### src/rtl/timer.sv
// timer: down-counting interval timer on a wishbone-style slave port, with pending flag and level irq.
// Define TIMER_PRESCALER_EN to build the 8-bit prescaler and CTRL[15:8]; without it every enabled cycle ticks.
module timer #(
    parameter int CNT_WIDTH = 32
) (
    input  logic        clk,
    input  logic        rst_i,
    input  logic [3:0]  adr_i,
    input  logic [31:0] dat_i,
    input  logic [3:0]  sel_i,
    input  logic        we_i,
    input  logic        stb_i,
    output logic        ack_o,
    output logic [31:0] dat_o,
    output logic        irq_o
);
    localparam logic [1:0] REG_CTRL   = 2'd0;
    localparam logic [1:0] REG_COUNT  = 2'd1;
    localparam logic [1:0] REG_RELOAD = 2'd2;
    localparam logic [1:0] REG_STATUS = 2'd3;
    localparam logic [CNT_WIDTH-1:0] CNT_ZERO = {CNT_WIDTH{1'b0}};
    localparam logic [CNT_WIDTH-1:0] CNT_ONE  = {{(CNT_WIDTH-1){1'b0}}, 1'b1};

    function automatic logic [31:0] merge_bytes(input logic [31:0] old_v, input logic [31:0] new_v,
                                                input logic [3:0] sel);
        logic [31:0] res;
        for (int i = 0; i < 4; i++) begin
            res[8*i +: 8] = sel[i] ? new_v[8*i +: 8] : old_v[8*i +: 8];
        end
        return res;
    endfunction

    function automatic logic [31:0] lane_mask(input logic [31:0] data, input logic [3:0] sel);
        logic [31:0] res;
        for (int i = 0; i < 4; i++) begin
            res[8*i +: 8] = sel[i] ? data[8*i +: 8] : 8'h00;
        end
        return res;
    endfunction

    logic                 en_r, periodic_r, irq_en_r, pending_r;
    logic [CNT_WIDTH-1:0] count_r, reload_r;
    logic                 en_n_s, periodic_n_s, irq_en_n_s, pending_n_s;
    logic [CNT_WIDTH-1:0] count_n_s, reload_n_s;
`ifdef TIMER_PRESCALER_EN
    logic [7:0]           prescale_r, pc_r, prescale_n_s, pc_n_s;
`endif

    logic        acc_s, wr_s, rd_s;
    logic [1:0]  reg_s;
    logic        wr_ctrl_s, wr_count_s, wr_reload_s, wr_status_s;
    logic [31:0] ctrl_rd_s, count_rd_s, reload_rd_s, status_rd_s, rd_data_s;
    logic [31:0] ctrl_wr_s, count_wr_s, reload_wr_s;
    logic        tick_s, tick_eff_s, expire_s, clr_pend_s;
    logic        unused_s;

    assign unused_s = ^{adr_i[1:0], ctrl_wr_s, count_wr_s, reload_wr_s};

    // Bus access decode: a new access starts whenever stb is seen outside an ack cycle.
    always_comb begin
        acc_s       = stb_i & ~ack_o;
        wr_s        = acc_s & we_i;
        rd_s        = acc_s & ~we_i;
        reg_s       = adr_i[3:2];
        wr_ctrl_s   = wr_s & (reg_s == REG_CTRL);
        wr_count_s  = wr_s & (reg_s == REG_COUNT);
        wr_reload_s = wr_s & (reg_s == REG_RELOAD);
        wr_status_s = wr_s & (reg_s == REG_STATUS);
    end

    // Register read images, lane-masked read mux and byte-merged write values.
    always_comb begin
        ctrl_rd_s      = 32'h0000_0000;
        ctrl_rd_s[2:0] = {irq_en_r, periodic_r, en_r};
`ifdef TIMER_PRESCALER_EN
        ctrl_rd_s[15:8] = prescale_r;
`endif
        count_rd_s                  = 32'h0000_0000;
        count_rd_s[CNT_WIDTH-1:0]   = count_r;
        reload_rd_s                 = 32'h0000_0000;
        reload_rd_s[CNT_WIDTH-1:0]  = reload_r;
        status_rd_s                 = {31'h0000_0000, pending_r};
        case (reg_s)
            REG_CTRL:   rd_data_s = lane_mask(ctrl_rd_s, sel_i);
            REG_COUNT:  rd_data_s = lane_mask(count_rd_s, sel_i);
            REG_RELOAD: rd_data_s = lane_mask(reload_rd_s, sel_i);
            REG_STATUS: rd_data_s = lane_mask(status_rd_s, sel_i);
            default:    rd_data_s = 32'h0000_0000;
        endcase
        ctrl_wr_s   = merge_bytes(ctrl_rd_s, dat_i, sel_i);
        count_wr_s  = merge_bytes(count_rd_s, dat_i, sel_i);
        reload_wr_s = merge_bytes(reload_rd_s, dat_i, sel_i);
    end

    // Tick generation; a COUNT write in the same cycle discards the tick entirely.
    always_comb begin
`ifdef TIMER_PRESCALER_EN
        tick_s = en_r & (pc_r == prescale_r);
`else
        tick_s = en_r;
`endif
        tick_eff_s = tick_s & ~wr_count_s;
        expire_s   = tick_eff_s & (count_r == CNT_ZERO);
        clr_pend_s = wr_status_s & sel_i[0] & dat_i[0];
    end

    // Next-state: tick effects first, bus writes afterwards so the written value wins.
    always_comb begin
        en_n_s       = en_r;
        periodic_n_s = periodic_r;
        irq_en_n_s   = irq_en_r;
        count_n_s    = count_r;
        reload_n_s   = reload_r;
        if (tick_eff_s) begin
            if (count_r != CNT_ZERO) begin
                count_n_s = count_r - CNT_ONE;
            end else if (periodic_r) begin
                count_n_s = reload_r;
            end else begin
                en_n_s = 1'b0;
            end
        end else begin
            count_n_s = count_r;
        end
        // Expiry beats a simultaneous W1C.
        if (expire_s) begin
            pending_n_s = 1'b1;
        end else if (clr_pend_s) begin
            pending_n_s = 1'b0;
        end else begin
            pending_n_s = pending_r;
        end
        if (wr_count_s) begin
            count_n_s = count_wr_s[CNT_WIDTH-1:0];
        end else begin
            count_n_s = count_n_s;
        end
        if (wr_reload_s) begin
            reload_n_s = reload_wr_s[CNT_WIDTH-1:0];
        end else begin
            reload_n_s = reload_r;
        end
`ifdef TIMER_PRESCALER_EN
        prescale_n_s = prescale_r;
        if (wr_ctrl_s | ~en_r | tick_s) begin
            pc_n_s = 8'h00;
        end else begin
            pc_n_s = pc_r + 8'h01;
        end
`endif
        if (wr_ctrl_s) begin
            en_n_s       = ctrl_wr_s[0];
            periodic_n_s = ctrl_wr_s[1];
            irq_en_n_s   = ctrl_wr_s[2];
`ifdef TIMER_PRESCALER_EN
            prescale_n_s = ctrl_wr_s[15:8];
`endif
        end else begin
            periodic_n_s = periodic_r;
        end
    end

    // State and bus output registers with synchronous reset overriding every event.
    always_ff @(posedge clk) begin
        if (rst_i) begin
            en_r       <= 1'b0;
            periodic_r <= 1'b0;
            irq_en_r   <= 1'b0;
            pending_r  <= 1'b0;
            count_r    <= CNT_ZERO;
            reload_r   <= CNT_ZERO;
            ack_o      <= 1'b0;
            dat_o      <= 32'h0000_0000;
`ifdef TIMER_PRESCALER_EN
            prescale_r <= 8'h00;
            pc_r       <= 8'h00;
`endif
        end else begin
            en_r       <= en_n_s;
            periodic_r <= periodic_n_s;
            irq_en_r   <= irq_en_n_s;
            pending_r  <= pending_n_s;
            count_r    <= count_n_s;
            reload_r   <= reload_n_s;
            ack_o      <= acc_s;
            if (rd_s) begin
                dat_o <= rd_data_s;
            end else begin
                dat_o <= dat_o;
            end
`ifdef TIMER_PRESCALER_EN
            prescale_r <= prescale_n_s;
            pc_r       <= pc_n_s;
`endif
        end
    end

    assign irq_o = pending_r & irq_en_r;

endmodule
### config.mk
export PLATFORM = sky130hd
export DESIGN_NAME = timer
export DESIGN_NICKNAME = d
export VERILOG_FILES = /design/src/rtl/timer.sv
export SDC_FILE = /design/constraint.sdc
export NUM_CORES = 1
export LEC_CHECK = 0
export BUFFER_PORTS_ARGS = -buffer_cell sky130_fd_sc_hd__buf_2
export CELL_PAD_IN_SITES_DETAIL_PLACEMENT = 1
export CELL_PAD_IN_SITES_GLOBAL_PLACEMENT = 1
export CORE_MARGIN = 3
export CORE_UTILIZATION = 45
export CTS_CLUSTER_DIAMETER = 100
export CTS_CLUSTER_SIZE = 8
export DETAILED_ROUTE_END_ITERATION = 7
export PLACE_DENSITY_LB_ADDON = 0.1
export SLEW_MARGIN = 10
export SYNTH_ARGS = -nofsm -noshare
export SYNTH_HDL_FRONTEND = slang
export SYNTH_SLANG_ARGS = --single-unit
### constraint.sdc
create_clock -name clk -period 7.58 [get_ports clk]
set_clock_uncertainty 0.2 [all_clocks]
set_input_delay 1.516 -clock clk [delete_from_list [all_inputs] [get_ports clk]]
set_output_delay 1.516 -clock clk [all_outputs]
set_load 0.01 [all_outputs]
==> impl_metrics.yaml <==
clocking:
  cts_buffers: 9
  cts_setup_buffers: 0
  htreeDepth: 3
  postCtsResizedCells: 0
  cts_root_buf: "clkbuf_16"
  cts_sinks: 101
  cts_max_path_buffers: 2
  cts_hold_buf: 0
  cts_tree: "built"
  clk_latency_ns: 0.36
  cts.clk_slew.worst_paths_ns: 0.07
run_status:
  status: "complete, no violations"
power_and_ir_drop:
  p_leak_nw: 2.30
  ir_worst_vdd_mv: 0.133
  p_per_area_nw_per_um2: 225
  finalPower_mw: 1.35
routing:
  vias_per_cell: 6.26
  route.vias.total: 5375
  drtAntennaViolNets: 0
  postRouteWirelength_mm: 17.4
  wire_per_inst_um: 20.3
  drt-initial-drc-count: 362
  drc: 0
  firstDrtPassIters: 5
yosys:
  netlist_top_cells_area: "dfxtp_1, nand2_1, a21oi_1"
  synth_edf_count: 0
  seq_area_frac_synth_pct: 38.1
  synth_top_area_cell: "dfxtp_1"
  synthDistinctLibCells: 65
  async_flop_share_pct: 0
  synth.cell_area_um2: 5300
  synth-main-ff-cell: "dfxtp_1"
  synth_top_cell_area_share_pct: 38.1
  synth_most_common_cell: "dfxtp_1"
  ys_seq_elements: 101
  syn_nets: 721
  syn_avg_cell_area_um2: 7.86
  synth.top_cells.by_count: "dfxtp_1, nand2_1, nor2_1"
  syn_inst: 675
  ys_warn_count: 0
placement:
  place_hpwl_mm: 11.3
  gp_congestion: 0.852
  place_area_um2: 5700
  pre_cts_slack_ns: 2.52
  portBuffers: 75
timing:
  tightestPinTransition_ns: 1.10
  fmax_ghz: 0.212
  setup_viol: 0
  setup_tns_ns: 0
  fin_hold_ws_ns: 0.278
  report.final.hold_viol_count: 0
  setup_ws_ns: 2.86
  slew_headroom_pct: 26.0
  fin_crit_ns: 4.72
  rsz0062_at_grt: "false"
  finalCritPeriodShare_pct: 62.2
  maxSlewViolCount: 0
layout:
  syn2layout_area_growth_pct: 12.8
  design_area_um2: 5980
  finalNetCount: 757
  drive_gt1_share_pct: 15.8
  multi_input_area_um2: 3010
  regArea_um2: 2020
  diodes: 0
  fillers: 1428
floorplan:
  core_area_um2: 11500
  io_pins: 78
  initial_core_util_pct: 46.3
  die_w_um: 115
  die_area_um2: 13100
  die_h_um: 115
  row_count: 39
worst_hold_path:
  hp-class: "reg -> reg"
worst_setup_path:
  required_ns: 7.63
  endpoint_kind: "flop"
  cp-start-kind: "input port"
  crit_arrival_ns: 4.77
  cp_max_fo: 32
  worstSetupPathType: "in -> reg"
global_route:
  grt.overflow.total: 0
  antenna_found_initial: 0
  grt_max_degree: 65
  grt_pass1_wl_mm: 28.1
  grt_usage_pct: 26.9
  grt_pass1_vias: 5352
job:
  cap_violations: 0
-- state kept, by name, indices dropped and copies added, names as in the netlist --
register    count
en_r            1
irq_en_r        1
count_r        32
ack_o           1
dat_o          32
reload_r       32
periodic_r      1
pending_r       1
-- cells in the final DEF, fill, tap and decap left out, types with 3 or more instances in the layout --
| cell type | instances |
|---|---|
| and3_1 | 6 |
| a22oi_1 | 32 |
| a31oi_1 | 8 |
| o21ai_0 | 19 |
| or3_1 | 6 |
| o31ai_1 | 7 |
| a21oi_1 | 56 |
| xor2_1 | 4 |
| nor4_1 | 5 |
| a211oi_1 | 4 |
| o21ai_1 | 7 |
| a41oi_1 | 3 |
| nor3_2 | 3 |
| buf_2 | 75 |
| o221ai_1 | 3 |
| clkbuf_16 | 9 |
| inv_1 | 16 |
| a311oi_1 | 7 |
| nand4_1 | 3 |
| xnor2_1 | 5 |
| and2_1 | 4 |
| nor2_1 | 74 |
| mux2i_1 | 6 |
| a221oi_1 | 5 |
| nor3_1 | 12 |
| a211o_1 | 3 |
| or4_1 | 3 |
| nand2_1 | 91 |
| buf_4 | 6 |
| a22o_1 | 29 |
| nand3_1 | 42 |
| dfxtp_1 | 101 |
| o211ai_1 | 12 |
-- path summary, 6_finish.rpt --
kind                 from      endpoint  slack (ns)  cells after the start
max reg2reg   count_r[16]   count_r[17]        4.28                      6
max              adr_i[2]    count_r[7]        2.86                      8
min          reload_r[24]  reload_r[24]        0.28                      2
min reg2reg  reload_r[24]  reload_r[24]        0.28                      2
-- kinds of logic (layout without fill, tap and decap cells) --
logic type	after synthesis	in the layout	share of synthesized area, %
muxes	7	7	1.56
AOI/OAI and AO/OA	215	215	28.6
buffers and inverters	72	113	5.43
and+or+nand+nor	269	269	24.4
DFF	101	101	38.1
adders and majority gates	2	2	0.472
xor gates and xnor gates	9	9	1.49
-- report_power, final --
group	internal, mW	switching (mW)
Clock	0.241	0.220
Combinational	0.117	0.222
Sequential	0.538	0.0107
Total	0.895	0.453
-- area by class of cell --
cell class	instances	share of cell area [%]
Multi-Input combinational cell	502	50.4
Sequential cell	101	33.8
Timing Repair Buffer	81	7.03
Clock buffer	11	4.22
Tap cell	143	2.99
Inverter	16	1.00
Clock inverter	5	0.586
-- metrics by stage --
stage	utilization [%]	std cells
2_1_floorplan	-	675
3_3_place_gp	49.7	843
3_5_place_dp	49.7	843
4_1_cts	52.2	859
5_1_grt	52.2	859
6_report	52.2	859
-- critical path, stage by stage --
cell and delay (ns):
buf_2 0.20, nor2b_4 0.79, and2_1 0.78, buf_4 0.44, nand2_1 0.12, o21ai_1 0.49, nand2_1 0.11, a32o_1 0.30
-- metal layers --
metal / track usage, % / share of wire (%)
met2: 44.9 / 47
met4: 9.34 / 1.7
met3: 3.81 / 5.8
met1: 35.6 / 45
met5: 0 / 0
(Power assumes the default switching activity.)
